### src/rtl/pcpi_mul_initiator.sv
`default_nettype none
// ============================================================================
// Module     : pcpi_mul_initiator
// Description: Issues RV32M multiply ops to a PCPI coprocessor with a
//              wait-aware timeout; divide ops are rejected with an error.
// Revision   : 1.0 - initial release
// ============================================================================
module pcpi_mul_initiator #(
    parameter int unsigned TIMEOUT_CYCLES = 16
) (
    input  logic        clk,
    input  logic        reset,
    input  logic        cmd_valid,
    output logic        cmd_ready,
    input  logic [2:0]  cmd_funct3,
    input  logic [31:0] cmd_rs1,
    input  logic [31:0] cmd_rs2,
    output logic        rsp_valid,
    input  logic        rsp_ready,
    output logic [31:0] rsp_data,
    output logic        rsp_error,
    output logic [15:0] last_latency,
    output logic        pcpi_valid,
    output logic [31:0] pcpi_insn,
    output logic [31:0] pcpi_rs1,
    output logic [31:0] pcpi_rs2,
    input  logic        pcpi_wr,
    input  logic [31:0] pcpi_rd,
    input  logic        pcpi_wait,
    input  logic        pcpi_ready
);

    typedef enum logic [1:0] {
        ST_IDLE  = 2'd0,
        ST_ISSUE = 2'd1,
        ST_RESP  = 2'd2
    } state_t;

    localparam logic [15:0] C_TIMEOUT = 16'(TIMEOUT_CYCLES);

    state_t      state_q,     state_d;
    logic [31:0] rs1_q,       rs1_d;
    logic [31:0] rs2_q,       rs2_d;
    logic [31:0] insn_q,      insn_d;
    logic [15:0] cnt_q,       cnt_d;
    logic        wait_seen_q, wait_seen_d;
    logic [31:0] rsp_data_q,  rsp_data_d;
    logic        rsp_error_q, rsp_error_d;
    logic [15:0] last_lat_q,  last_lat_d;

    always_ff @(posedge clk or posedge reset) begin
        if (reset) begin
            state_q     <= ST_IDLE;
            rs1_q       <= '0;
            rs2_q       <= '0;
            insn_q      <= '0;
            cnt_q       <= '0;
            wait_seen_q <= 1'b0;
            rsp_data_q  <= '0;
            rsp_error_q <= 1'b0;
            last_lat_q  <= '0;
        end else begin
            state_q     <= state_d;
            rs1_q       <= rs1_d;
            rs2_q       <= rs2_d;
            insn_q      <= insn_d;
            cnt_q       <= cnt_d;
            wait_seen_q <= wait_seen_d;
            rsp_data_q  <= rsp_data_d;
            rsp_error_q <= rsp_error_d;
            last_lat_q  <= last_lat_d;
        end
    end

    always_comb begin
        state_d     = state_q;
        rs1_d       = rs1_q;
        rs2_d       = rs2_q;
        insn_d      = insn_q;
        cnt_d       = cnt_q;
        wait_seen_d = wait_seen_q;
        rsp_data_d  = rsp_data_q;
        rsp_error_d = rsp_error_q;
        last_lat_d  = last_lat_q;
        case (state_q)
            ST_IDLE: begin
                if (cmd_valid) begin
                    rs1_d       = cmd_rs1;
                    rs2_d       = cmd_rs2;
                    insn_d      = {7'b0000001, 5'd2, 5'd1, cmd_funct3, 5'd10, 7'b0110011};
                    cnt_d       = 16'd1;
                    wait_seen_d = 1'b0;
                    if (cmd_funct3[2]) begin
                        rsp_data_d  = '0;
                        rsp_error_d = 1'b1;
                        state_d     = ST_RESP;
                    end else begin
                        state_d = ST_ISSUE;
                    end
                end
            end
            ST_ISSUE: begin
                if (pcpi_wait) begin
                    wait_seen_d = 1'b1;
                end
                // A completing ready wins over a timeout landing on the same edge.
                if (pcpi_ready) begin
                    rsp_data_d  = pcpi_wr ? pcpi_rd : 32'd0;
                    rsp_error_d = ~pcpi_wr;
                    last_lat_d  = cnt_q;
                    state_d     = ST_RESP;
                end else if (!(wait_seen_q || pcpi_wait) && (cnt_q >= C_TIMEOUT)) begin
                    rsp_data_d  = '0;
                    rsp_error_d = 1'b1;
                    state_d     = ST_RESP;
                end else if (cnt_q != 16'hFFFF) begin
                    cnt_d = cnt_q + 16'd1;
                end
            end
            ST_RESP: begin
                if (rsp_ready) begin
                    state_d = ST_IDLE;
                end
            end
            default: state_d = ST_IDLE;
        endcase
    end

    assign cmd_ready    = (state_q == ST_IDLE);
    assign pcpi_valid   = (state_q == ST_ISSUE);
    assign rsp_valid    = (state_q == ST_RESP);
    assign rsp_data     = rsp_data_q;
    assign rsp_error    = rsp_error_q;
    assign last_latency = last_lat_q;
    assign pcpi_insn    = insn_q;
    assign pcpi_rs1     = rs1_q;
    assign pcpi_rs2     = rs2_q;

endmodule
`default_nettype wire

### config.mk
export PLATFORM = sky130hd
export DESIGN_NAME = pcpi_mul_initiator
export DESIGN_NICKNAME = d
export VERILOG_FILES = /design/src/rtl/pcpi_mul_initiator.sv
export SDC_FILE = /design/constraint.sdc
export NUM_CORES = 1
export LEC_CHECK = 0
export ABC_AREA = 1
export BUFFER_PORTS_ARGS = -buffer_cell sky130_fd_sc_hd__buf_2
export CORE_AREA = 2 2 115 117
export DETAILED_ROUTE_END_ITERATION = 8
export DIE_AREA = 0 0 117 119
export PLACE_DENSITY = 0.8
export SLEW_MARGIN = 10
export SYNTH_ARGS = -nofsm -noshare
export SYNTH_HDL_FRONTEND = slang
export SYNTH_SLANG_ARGS = --single-unit
### constraint.sdc
create_clock -name clk -period 7.12 [get_ports clk]
set_clock_uncertainty 0.15 [all_clocks]
set_input_delay 2.136 -clock clk [delete_from_list [all_inputs] [get_ports clk]]
set_output_delay 2.136 -clock clk [all_outputs]
set_load 0.02 [all_outputs]
==> results list <==
* Wire length reported by the detailed router: 14160 um
- Root buffer cell: sky130_fd_sc_hd__clkbuf_16
- In this run the vertical extent of the chip is 119 um.
* Final net count: 1027
- Data arrives at the worst endpoint at 1680 ps.
- Measured slew at the worst slew-check pin: 1056 ps
- The most numerous cell type found on the critical path is sky130_fd_sc_hd__inv_2.
* Synthesized flop and latch total: 136
* Post-CTS setup buffer count: 0
- Setup repair after global routing left no endpoint under its margin.
- In this run the core area contains 42 standard-cell rows.
- Port buffer count: 233
- The clock drives 136 sinks.
* Clock buffer count from CTS: 17
- Worst-Skew Late Latency: 420 ps
* Setup Crit Path Kind: register to output pin
* Synthesized instance count: 702
- Along the worst path, the maximum fanout reaches 21.
- Number of antenna violations at the first check in global routing: 1
* Crit path max-delay family: buffers and inverters
* Status: complete, no violations
- Total of fill cells in the finished design: 1177
- For hold timing, the worst endpoint is rsp_data[8].
* Reg clk slew, reported paths: 60 ps
* Psw: 1.195 mW
* CTS tree: built
* Boundary pin count: 254
- Total internal power: 1.808 mW
- For this run, the slowest stage of the critical path takes 410 ps.
* Standard cell core area: 12870 um^2
- After synthesis, flip-flops and latches occupy 56.54% of the total area.
- Min-Delay Path Depth: 2
* Horizontal extent of the die: 117 um
- Prior to clock tree synthesis, the placed netlist has a worst setup slack of 3244 ps.
* Worst flop-to-flop path endpoint: pcpi_rs2[13]
- Max-cap violations in this run came to 0.
* Final slew viol count: 0
- The multi-input combinational cells in the finished layout cover a total of 2173 um^2.
- Leakage power figure: 4.366 nW
* Wire length of the first global-routing pass: 22870 um
- The routed layout has 5122 vias.
- Post-DR vias/cell: 4.623
- Global placement routability congestion: 0.8512
- Final setup viols: 0
- IR analysis of the VDD net gives a maximum drop of 0.0002296 V.
* Crit. End Element: output pin
- Critical Path RT: 4830 ps
* Bufs and invs on worst path: 3
* Via count of the first global-routing pass: 4844
- For this block, the initial DRC count from the detailed router was 240.
- Highest clock frequency the design can meet: 252.4 MHz
- Counting I/O delays and the setup requirement, the final critical path takes 3962 ps.
- Net switching is 39.78% of the power.
* Period Utilization, post-route: 55.65%
- The min-delay analysis places its worst path in the category register to register.
- Setup slack on the worst reg-to-reg path comes out at 4910 ps.
- Count of hold-fix buffers inserted at cts: 0
* Clock network fraction of design power: 27.6%
* Maximum number of pins on one net before global-route repair: 78
* Comb power frac: 34.3%
- Sequential cell area in the final layout: 3403 um^2
- STA classifies the critical path startpoint as a register.
* Startpoint of the lowest-slack hold path: rsp_data[8]
- # DRC: 0
- Cell at the slowest stage of the critical path: sky130_fd_sc_hd__dfrtp_1
- Of the cells placed in the final design, the portion with a size suffix greater than 1 is 33.91%.
- Worst path cell trace: inv_2 > nand2_1 > inv_2 > buf_2
- Yosys mapped the design onto 31 distinct sky130hd cell types.
* Starting Density: 46.75%
- The worst register-to-register path begins at state_q[0].
- During synthesis, Yosys emitted a total of 0 warnings.
* Remaining number of nets flagged by the antenna check after routing: 0
- All-Layer GR Usage: 21.11%
* Leftover overflow at the end of global routing: 0
- The die covers 13920 um^2.
* Synthesized area: 6020 um^2
- Headroom to the max-slew limit came out at 29.61%.
- Measured in cells, the most critical reg-to-reg path has a length of 5.
* Share of total power in sequential cells: 38.1%
- First-pass DRT Iterations: 6
- In the final routed layout, each cell accounts on average for 12.78 um.
* Diode insertion count for antenna repair: 0
- HPWL after DPL: 9894 um
- Post-Syn Area per Cell: 8.575 um^2
- The worst path meets setup with 3158 ps of slack.
- Fin. Hold Viols: 0
- No sink is reached through more buffers than the 2 on the longest clock path.
- Pwr dens: 392.4 nW/um^2
* Count of H-tree levels built during CTS: 4
- Once the clock tree was built, the resizer swapped 0 gates to a different size.
- Post-synthesis to final-layout area growth: 27.13%
- Adding up every negative setup slack in the final design gives 0 ps.
-- cells in the final DEF, fill, tap and decap left out, types with 3 or more instances in the layout --
cell type / instances
sky130_fd_sc_hd__buf_2: 233
sky130_fd_sc_hd__nand2_1: 365
sky130_fd_sc_hd__inv_6: 4
sky130_fd_sc_hd__nand3_1: 23
sky130_fd_sc_hd__nor2_1: 19
sky130_fd_sc_hd__o21ai_1: 18
sky130_fd_sc_hd__clkinvlp_4: 4
sky130_fd_sc_hd__o21ai_0: 4
sky130_fd_sc_hd__dfrtp_1: 136
sky130_fd_sc_hd__inv_1: 17
sky130_fd_sc_hd__nand2_2: 11
sky130_fd_sc_hd__conb_1: 20
sky130_fd_sc_hd__nand4_1: 6
sky130_fd_sc_hd__o21ai_2: 16
sky130_fd_sc_hd__clkinv_2: 5
sky130_fd_sc_hd__inv_2: 9
sky130_fd_sc_hd__clkbuf_16: 17
sky130_fd_sc_hd__nor2_4: 3
-- flip-flops by register name, summed over array words and instances (netlist names) --
register / cells
rsp_data: 32
state_q: 2
pcpi_rs1: 32
pcpi_insn: 4
wait_seen_q: 1
rsp_error: 1
last_latency: 16
cnt_q: 16
pcpi_rs2: 32
-- cell families after synthesis --
logic type / count (synthesis) / synth area share [%]
AND/OR/NAND/NOR: 439 / 30.01
flip-flops: 136 / 56.54
buffers and inverters: 84 / 8.543
AO/OA/AOI/OAI: 40 / 4.427
adder cells (fa/ha/maj): 2 / 0.4156
other: 1 / 0.06230
-- worst max-delay path by stage --
stage	cells past startpoint	start	slack, ps	endpoint
finish	4	state_q[1]	3160	pcpi_valid
global route	4	state_q[1]	3050	pcpi_valid
CTS	4	state_q[1]	3140	pcpi_valid
detailed placement	5	cmd_valid	3240	pcpi_rs1[13]
global placement	5	cmd_valid	3300	pcpi_rs1[23]
floorplan	1	reset	1190	cnt_q[0]
-- tightest hold or removal path: stages (launching register included) --
cell	delay, ps
sky130_fd_sc_hd__dfrtp_1	330
sky130_fd_sc_hd__nand2_1	50
sky130_fd_sc_hd__nand2_1	50
-- synthesized netlist by cell type, drive strengths merged --
library cell | instances | share of area (%)
and2 | 2 | 0.21
conb | 1 | 0.062
o31ai | 1 | 0.12
clkinv | 1 | 0.083
o21ai | 38 | 4.2
ha | 2 | 0.42
inv | 27 | 1.7
nor3 | 1 | 0.083
nand3 | 27 | 2.8
nor2 | 24 | 2.0
buf | 49 | 6.3
or2 | 2 | 0.21
a22o | 1 | 0.15
clkbuf | 7 | 0.44
dfrtp | 136 | 57
nand4 | 7 | 0.83
nand2 | 376 | 24
-- layout make-up --
class | instances | area share [%]
Tap cell | 176 | 2.878
Clock buffer | 18 | 5.739
Inverter | 28 | 1.455
Sequential cell | 136 | 44.47
Clock inverter | 14 | 1.619
Multi-Input combinational cell | 501 | 28.40
Timing Repair Buffer | 235 | 15.43
-- stage by stage --
stage	total power, mW	hold slack, ps	cell area, um^2	cells	util [%]
5_1_grt	3.190	338.5	7652	1108	59.44
3_3_place_gp	2.166	298.8	7089	1076	55.06
6_report	3.003	314.4	7652	1108	59.44
3_5_place_dp	2.189	302.7	7089	1076	55.06
4_1_cts	3.033	317.5	7652	1108	59.44
2_1_floorplan	1.866	313.7	6091	721	-
-- per-layer routing --
layer / share of wire, % / up-vias / track usage, % / routed length [um]
met5: 0.092 / - / 0 / 13
met4: 2.9 / 2 / 9.559 / 413
met3: 6.7 / 36 / 6.107 / 948
met2: 47 / 198 / 33.09 / 6714
met1: 43 / 2339 / 26.99 / 6066
li1: - / 2547 / - / -
-- power by group through the flow --
stage	Clock [mW]	Combinational [mW]	Sequential [mW]
after floorplan	0	0.443	1.42
after global placement	0	1.02	1.14
after detailed placement	0	1.05	1.14
after CTS	0.846	1.04	1.14
after global routing	0.882	1.14	1.17
final	0.829	1.03	1.14
No activity file was read; power rests on OpenSTA's default activity.
